[config.mk]
export PLATFORM = sky130hd
export DESIGN_NAME = ctrl_seq
export DESIGN_NICKNAME = d
export VERILOG_FILES = /design/src/rtl/ctrl_seq.sv
export SDC_FILE = /design/constraint.sdc
export NUM_CORES = 1
export LEC_CHECK = 0
export ABC_AREA = 1
export BUFFER_PORTS_ARGS = -buffer_cell sky130_fd_sc_hd__buf_2
export CAP_MARGIN = 20
export CORE_MARGIN = 8
export CORE_UTILIZATION = 45
export CTS_CLUSTER_DIAMETER = 150
export DETAILED_ROUTE_END_ITERATION = 7
export PLACE_DENSITY = 0.75
export SYNTH_ARGS = -nofsm -noshare
export SYNTH_HDL_FRONTEND = slang
export SYNTH_SLANG_ARGS = --single-unit
[constraint.sdc]
create_clock -name clk -period 2.43 [get_ports clk]
set_input_delay 0.486 -clock clk [delete_from_list [all_inputs] [get_ports clk]]
set_output_delay 0.486 -clock clk [all_outputs]
set_load 0.005 [all_outputs]
[src/rtl/ctrl_seq.sv]
// Multi-cycle instruction sequencer: Moore FSM driving the datapath strobes and
// register enables, with a saturating memory-wait counter and optional timeout.
module ctrl_seq #(
   parameter int OP_W     = 3,
   parameter int WAIT_MAX = 8,
   parameter int CNT_W    = 4
) (
   input  logic            clk,
   input  logic            clr,
   input  logic [OP_W-1:0] op,
   input  logic            zero,
   input  logic            mem_rdy,
   output logic [1:0]      mux_sum,
   output logic            mux_y,
   output logic            we,
   output logic            r,
   output logic            en_fetch,
   output logic [5:0]      inst_en,
   output logic            halted,
   output logic            err,
   output logic [3:0]      state_o
);

   typedef enum logic [3:0] {
      S_INIT0  = 4'd0,
      S_INIT1  = 4'd1,
      S_INIT2  = 4'd2,
      S_INIT3  = 4'd3,
      S_FETCH  = 4'd4,
      S_LATCH  = 4'd5,
      S_DECODE = 4'd6,
      S_MEMRD  = 4'd7,
      S_MEMWR  = 4'd8,
      S_WB     = 4'd9,
      S_ALU    = 4'd10,
      S_JUMP   = 4'd11,
      S_HALT   = 4'd12,
      S_ERR    = 4'd13,
      S_BAD14  = 4'd14,
      S_BAD15  = 4'd15
   } state_t;

   localparam logic [CNT_W-1:0] WAIT_LIM = CNT_W'(WAIT_MAX);
   localparam logic [CNT_W-1:0] CNT_SAT  = '1;

   state_t           state_q, next_state;
   logic             run_q;
   logic [CNT_W-1:0] wait_cnt;
   logic [2:0]       op_q;
   logic             timeout;
   logic             in_wait;

   // One flop after clr release so the first advance lands on the second edge.
   always_ff @(posedge clk or negedge clr) begin
      if (!clr) run_q <= 1'b0;
      else      run_q <= 1'b1;
   end

   always_ff @(posedge clk or negedge clr) begin
      if (!clr) begin
         state_q  <= S_INIT0;
         wait_cnt <= '0;
         op_q     <= '0;
      end else if (run_q) begin
         state_q <= next_state;
         if (state_q == S_DECODE) op_q <= op[2:0];
         // Cleared outside wait states and on the completing cycle, so every entry starts at 0.
         if (!in_wait || mem_rdy)   wait_cnt <= '0;
         else if (wait_cnt != CNT_SAT) wait_cnt <= wait_cnt + 1'b1;
      end
   end

   assign in_wait = (state_q == S_FETCH) || (state_q == S_MEMRD) || (state_q == S_MEMWR);
   assign timeout = (WAIT_MAX != 0) && (wait_cnt >= WAIT_LIM) && !mem_rdy;

   always_comb begin
      next_state = state_q;
      case (state_q)
         S_INIT0:  next_state = S_INIT1;
         S_INIT1:  next_state = S_INIT2;
         S_INIT2:  next_state = S_INIT3;
         S_INIT3:  next_state = S_FETCH;
         S_FETCH: begin
            if (mem_rdy)      next_state = S_LATCH;
            else if (timeout) next_state = S_ERR;
         end
         S_LATCH:  next_state = S_DECODE;
         S_DECODE: begin
            if ((op >> 3) != '0) next_state = S_ERR;
            else begin
               case (op[2:0])
                  3'b000:  next_state = S_MEMRD;
                  3'b001:  next_state = S_MEMWR;
                  3'b010:  next_state = S_ALU;
                  3'b011:  next_state = S_ALU;
                  3'b100:  next_state = S_JUMP;
                  3'b101:  next_state = zero ? S_JUMP : S_FETCH;
                  3'b110:  next_state = S_FETCH;
                  default: next_state = S_HALT;
               endcase
            end
         end
         S_MEMRD: begin
            if (mem_rdy)      next_state = S_WB;
            else if (timeout) next_state = S_ERR;
         end
         S_MEMWR: begin
            if (mem_rdy)      next_state = S_FETCH;
            else if (timeout) next_state = S_ERR;
         end
         S_WB:     next_state = S_FETCH;
         S_ALU:    next_state = S_FETCH;
         S_JUMP:   next_state = S_FETCH;
         S_HALT:   next_state = S_HALT;
         S_ERR:    next_state = S_ERR;
         default:  next_state = S_ERR;
      endcase
   end

   always_comb begin
      mux_sum  = 2'b00;
      mux_y    = 1'b0;
      we       = 1'b0;
      r        = 1'b0;
      en_fetch = 1'b0;
      inst_en  = 6'b000000;
      halted   = 1'b0;
      err      = 1'b0;
      case (state_q)
         S_INIT1:  inst_en = 6'b100000;
         S_INIT2:  inst_en = 6'b110000;
         S_INIT3:  inst_en = 6'b111111;
         S_FETCH: begin
            r        = 1'b1;
            en_fetch = 1'b1;
         end
         S_LATCH:  inst_en = 6'b110000;
         S_DECODE: inst_en = 6'b001010;
         S_MEMRD:  r = 1'b1;
         S_MEMWR:  we = 1'b1;
         S_WB: begin
            inst_en = 6'b000001;
            mux_y   = 1'b1;
         end
         S_ALU: begin
            inst_en = 6'b000100;
            mux_sum = (op_q == 3'b011) ? 2'b10 : 2'b01;
         end
         S_JUMP: begin
            inst_en = 6'b100000;
            mux_sum = 2'b11;
         end
         S_HALT:   halted = 1'b1;
         S_ERR:    err = 1'b1;
         default: ;
      endcase
   end

   assign state_o = state_q;

endmodule

==> flow_summary.json, run 1 <==
{
  "outcome": "finished, final reports clean",
  "cp_max_fo": 9,
  "power.density_nw_per_um2": 1050,
  "htreeDepth": 1,
  "synth_ff_type": "dfrtp_1",
  "dp_hpwl_microns": 1910,
  "clk_latency_ns": 0.28,
  "cts_buffers": 3,
  "synth_warnings": 0,
  "vias": 971,
  "core_area_sq_um": 1960,
  "wire_per_inst_microns": 11.3,
  "cts_tree": "yes",
  "final.period_utilization_pct": 85.4,
  "p_leak_uw": 0.000673,
  "cp.arrival_ns": 1.59,
  "n_antenna_cell": 0,
  "dieArea_sq_um": 3810,
  "r2r_cells": 8,
  "r2r-start": "state_o[3]$_DFFE_PN0P_",
  "firstDrtPassIters": 4,
  "gp_congestion": 0.877,
  "avgViaCountPerCell": 4.90,
  "synth_fp_nets": 155,
  "wirelength_microns": 2240,
  "port_buffers": 24,
  "slew_violations": 0,
  "start_kind": "register",
  "final_layout_size_suffix_gt1_share_pct": 27.5,
  "yosysSeqAreaShare_pct": 31.9,
  "fp.dieW_microns": 61.8,
  "reg2reg_to": "wait_cnt[2]$_DFFE_PN0P_",
  "cts_resized": 0,
  "finalHoldViolCount": 0,
  "synth_cell_types": 25,
  "drv_cap": 0,
  "grt_antenna_before_repair": 0,
  "syn_avg_cell_area_sq_um": 6.41,
  "clkTransAtPathRegs_ns": 0.08,
  "r2r_slack_ns": 0.95,
  "cp_data_required_time_ns": 1.94,
  "setup-tns-final_ns": 0,
  "synth_edf_count": 0,
  "max_freq_mhz": 482,
  "grt_pass1_vias": 905,
  "synth_cells": 147,
  "grt_setup_unrepaired": "false",
  "setup_viol": 0,
  "cts-root-buf": "clkbuf_4",
  "ir_worst_vdd_v": 0.000596,
  "first_iter_violations": 46,
  "grt_pass1_wl_microns": 3820,
  "netlist_area_sq_um": 942,
  "fillers": 205,
  "worstSetupPathType": "register to output pin",
  "grt_overflow_total": 0,
  "fin_area_sq_um": 1100,
  "place_area_sq_um": 1070,
  "cts_setup_buffers": 0,
  "startpoint": "state_o[3]$_DFFE_PN0P_",
  "area_growth_pct": 17.1,
  "async_flop_share_pct": 100,
  "postRouteAntennaNets": 0,
  "rows": 16,
  "io_pins": 25,
  "cp-end-kind": "output pin",
  "synth-seq-cells": 12,
  "grt.total_usage_pct": 13.2,
  "drc": 0,
  "final.min_clock_period_ns": 2.08,
  "fp.dieH_microns": 61.8,
  "grt_start_max_net_pins": 13,
  "final_nets": 180,
  "skew_ns": 0.00744,
  "cp-endpoint": "inst_en[5]",
  "numClockSinks": 12,
  "initial_core_util_pct": 48.0,
  "hold_path.class": "input pin to asynchronous set/reset pin",
  "postCtsHoldBufs": 0,
  "cts_buffer_depth": 2
}
per-stage QoR:
| step | std cells | hold WS (ns) | utilization [%] | total power, uW | worst slack (ns) |
|---|---|---|---|---|---|
| 3_3_place_gp | 194 | 0.371 | 54.4 | 1000 | 0.740 |
| 3_5_place_dp | 194 | 0.369 | 54.4 | 1020 | 0.667 |
| 6_report | 198 | 0.0629 | 56.3 | 1160 | 0.355 |
| 4_1_cts | 198 | 0.0683 | 56.3 | 1180 | 0.355 |
| 5_1_grt | 198 | 0.0778 | 56.3 | 1290 | 0.173 |
| 2_1_floorplan | 147 | 0.190 | - | 815 | 0.888 |
layer usage:
metal  share of wire (%)  global-route usage [%]  vias up
li1                    -                       -      513
met1                  42                    15.3      426
met2                  49                    23.8       32
met3                 9.6                    4.12        0
met4                   0                   0.974        0
met5                   0                       0        -
cells in the mapped netlist (2+ instances only):
cell | number | share of area, %
inv_1 | 15 | 6.0
nor2_2 | 4 | 2.7
nand2_2 | 5 | 3.3
nand4_1 | 3 | 2.0
nor3_1 | 2 | 1.1
dfrtp_1 | 12 | 32
a21oi_1 | 6 | 3.2
o21ai_1 | 5 | 2.7
nand3_1 | 16 | 8.5
nor2_1 | 15 | 6.0
o21ai_0 | 2 | 1.1
buf_2 | 2 | 1.1
nand2_1 | 44 | 18
inv_2 | 5 | 2.0
flip-flops by register name, summed over array words and instances, names as in the netlist:
signal / flops
state_o: 4
wait_cnt: 4
run_q: 1
op_q: 3
final cells by class:
cell class	count	area (sq um)	share of cell area [%]
timing repair buffer	24	120	10.9
inverter	21	81.3	7.37
sequential	12	300	27.2
tap	27	33.8	3.06
clock buffer	4	36.3	3.29
multi-input combinational	110	532	48.2
worst min path at each step:
| stage | from | endpoint | depth (start not counted) |
|---|---|---|---|
| finish | clr | wait_cnt[3]$_DFFE_PN0P_ | 1 |
| global route | clr | wait_cnt[3]$_DFFE_PN0P_ | 1 |
| CTS | clr | wait_cnt[3]$_DFFE_PN0P_ | 1 |
| detailed placement | clr | wait_cnt[3]$_DFFE_PN0P_ | 1 |
| global placement | clr | wait_cnt[3]$_DFFE_PN0P_ | 1 |
| floorplan | clr | op_q[0]$_DFFE_PN0P_ | 0 |
power by group:
group / switching, uW / internal [uW]
registers: 111 / 263
logic: 381 / 250
clock network: 68.0 / 91.1
placed cells by master (no fill, tap or decap), types with 2 or more instances in the layout:
cell type	n
a21oi_1	6
buf_2	24
o21ai_1	5
nand4_1	3
nor3_1	2
inv_1	15
nor2_2	4
o21ai_0	2
clkbuf_4	3
nand2_1	44
dfrtp_1	12
inv_2	5
nand2_2	5
nand3_1	16
nor2_1	15
critical path, stage by stage (launching register included):
cell,delay (ns)
dfrtp_1,0.64
nor2_1,0.15
nand2_1,0.11
o21ai_1,0.09
a21oi_1,0.15
nand2_1,0.06
buf_2,0.12
kinds of logic (layout without fill, tap and decap cells):
family	after synthesis	count (layout)	share of synthesized area (%)
adders and majority gates	1	1	1.33
xor gates and xnor gates	1	1	0.930
other	1	1	0.398
DFF	12	12	31.9
and+or+nand+nor	93	93	46.1
buffers and inverters	25	49	11.7
AOI/OAI and AO/OA	14	14	7.70
No activity file was read; power rests on OpenSTA's default activity.
==> run 2: changes to the inputs <==
--- a/config.mk
+++ b/config.mk
@@ -12,7 +12,8 @@
 export CORE_UTILIZATION = 45
 export CTS_CLUSTER_DIAMETER = 150
 export DETAILED_ROUTE_END_ITERATION = 7
-export PLACE_DENSITY = 0.75
+export GPL_TIMING_DRIVEN = 1
+export PLACE_DENSITY = 0.77
 export SYNTH_ARGS = -nofsm -noshare
 export SYNTH_HDL_FRONTEND = slang
 export SYNTH_SLANG_ARGS = --single-unit
==> run 2 against run 1 <==
Effect of this change: routed wire length down 1.6%; sequential share of layout area up 0.34 points; register-to-register slack better by 0.02 ns; count of clock-buffer cells in the layout down 1; worst hold slack better by 0.023 ns; die area unchanged; critical path type unchanged; largest power group unchanged.
==> flow_summary.json, run 2 (same netlist as run 1, synthesis figures left out) <==
{
  "clkTransAtPathRegs_ns": 0.07,
  "io_pins": 25,
  "core_area_sq_um": 1960,
  "grt_pass1_vias": 931,
  "place_ws_ns": 0.708,
  "grt_start_max_net_pins": 13,
  "power.density_nw_per_um2": 1030,
  "fp.dieW_microns": 61.8,
  "gp_congestion": 0.884,
  "dp_hpwl_microns": 1860,
  "seqPwrFrac_pct": 33.4,
  "final_nets": 180,
  "cp_data_required_time_ns": 1.94,
  "hold_path.class": "input pin to asynchronous set/reset pin",
  "avgViaCountPerCell": 4.86,
  "p_clk_share_pct": 10.6,
  "first_iter_violations": 12,
  "p_sw_uw": 547,
  "ir_worst_vdd_v": 0.000596,
  "port_buffers": 24,
  "final_cell_mix": "nand2_1 (44), buf_2 (24), nand3_1 (16), nor2_1 (15), inv_1 (15)",
  "power_frac_comb_pct": 56.0,
  "cts_buffer_depth": 2,
  "firstDrtPassIters": 4,
  "grt_pass1_wl_microns": 3850,
  "cts_setup_buffers": 0,
  "htreeDepth": 1,
  "outcome": "finished, final reports clean",
  "cts_buffers": 3,
  "p_int_uw": 570,
  "fp.dieH_microns": 61.8,
  "setup_ws_ns": 0.417,
  "grt_antenna_before_repair": 0,
  "setup_viol": 0,
  "clk_latency_ns": 0.26,
  "cts_tree": "yes",
  "worstSetupPathType": "register to output pin",
  "setup-tns-final_ns": 0,
  "grt_overflow_total": 0,
  "postCtsHoldBufs": 0,
  "cp.arrival_ns": 1.53,
  "wire_per_inst_microns": 11.2,
  "cts-root-buf": "clkbuf_4",
  "postRouteAntennaNets": 0,
  "max_freq_mhz": 497,
  "drv_cap": 0,
  "finalHoldViolCount": 0,
  "dieArea_sq_um": 3810,
  "cp_max_fo": 9,
  "slew_violations": 0,
  "final.min_clock_period_ns": 2.01,
  "initial_core_util_pct": 48.0,
  "final_layout_size_suffix_gt1_share_pct": 27.1,
  "total_power_uw": 1120,
  "start_kind": "register",
  "rows": 16,
  "cp-end-kind": "output pin",
  "n_antenna_cell": 0,
  "skew_ns": 0.000408,
  "drc": 0,
  "fillers": 214,
  "vias": 957,
  "fin_util_pct": 55.5,
  "wirelength_microns": 2210,
  "final.period_utilization_pct": 82.8,
  "hold_ws_ns": 0.0859,
  "numClockSinks": 12,
  "area_growth_pct": 15.7,
  "grt_setup_unrepaired": "false",
  "final_common_cell": "nand2_1",
  "swShare_pct": 48.9,
  "cts_resized": 0,
  "grt.total_usage_pct": 12.9,
  "p_leak_uw": 0.000666
}
-- run 2: changes by cell type in the layout (fill, tap and decap cells not counted), sizes merged --
cell	change
clkbuf	-1
-- run 2: worst max-delay path, cell delays in order, from the launching register on --
cell	delay [ns]
dfrtp_1	0.61
nor2_1	0.14
nand2_1	0.11
o21ai_1	0.08
a21oi_1	0.14
nand2_1	0.06
buf_2	0.12
-- run 2: worst paths after layout --
check	startpoint	endpoint	slack, ns	cells past startpoint
worst max register to register	state_o[3]$_DFFE_PN0P_	wait_cnt[2]$_DFFE_PN0P_	0.97	8
worst min-delay path	clr	state_o[2]$_DFFE_PN0P_	0.09	1
max in group asynchronous	clr	wait_cnt[3]$_DFFE_PN0P_	2.13	1
worst max-delay path	state_o[3]$_DFFE_PN0P_	inst_en[5]	0.42	6
worst min register to register	op_q[2]$_DFFE_PN0P_	op_q[2]$_DFFE_PN0P_	0.50	2
min in group clk	op_q[2]$_DFFE_PN0P_	op_q[2]$_DFFE_PN0P_	0.50	2
-- run 2: per-layer routing --
metal	up-vias	global-route usage, %	routed length (microns)
li1	509	-	-
met1	425	15.3	999
met2	21	22.7	1090
met3	2	1.65	112
met4	0	5.52	5
met5	-	0	0
-- run 2: power by group through the flow --
stage	Clock, uW	Sequential, uW	Combinational [uW]
floorplan	0	323	492
global placement	0	373	627
detailed placement	0	377	635
CTS	127	373	637
global route	133	385	716
finish	118	373	626
-- run 2: layout make-up --
type                            instances  area [sq um]  share of cell area, %
Sequential cell                        12           300                   27.6
Inverter                               21          81.3                   7.46
Timing Repair Buffer                   24           120                   11.0
Multi-Input combinational cell        110           532                   48.8
Tap cell                               27          33.8                   3.10
Clock buffer                            3          22.5                   2.07
-- run 2: per-stage QoR --
step           cell area, sq um  std cells
4_1_cts                    1090        197
3_3_place_gp               1070        194
2_1_floorplan               942        147
5_1_grt                    1090        197
3_5_place_dp               1070        194
6_report                   1090        197
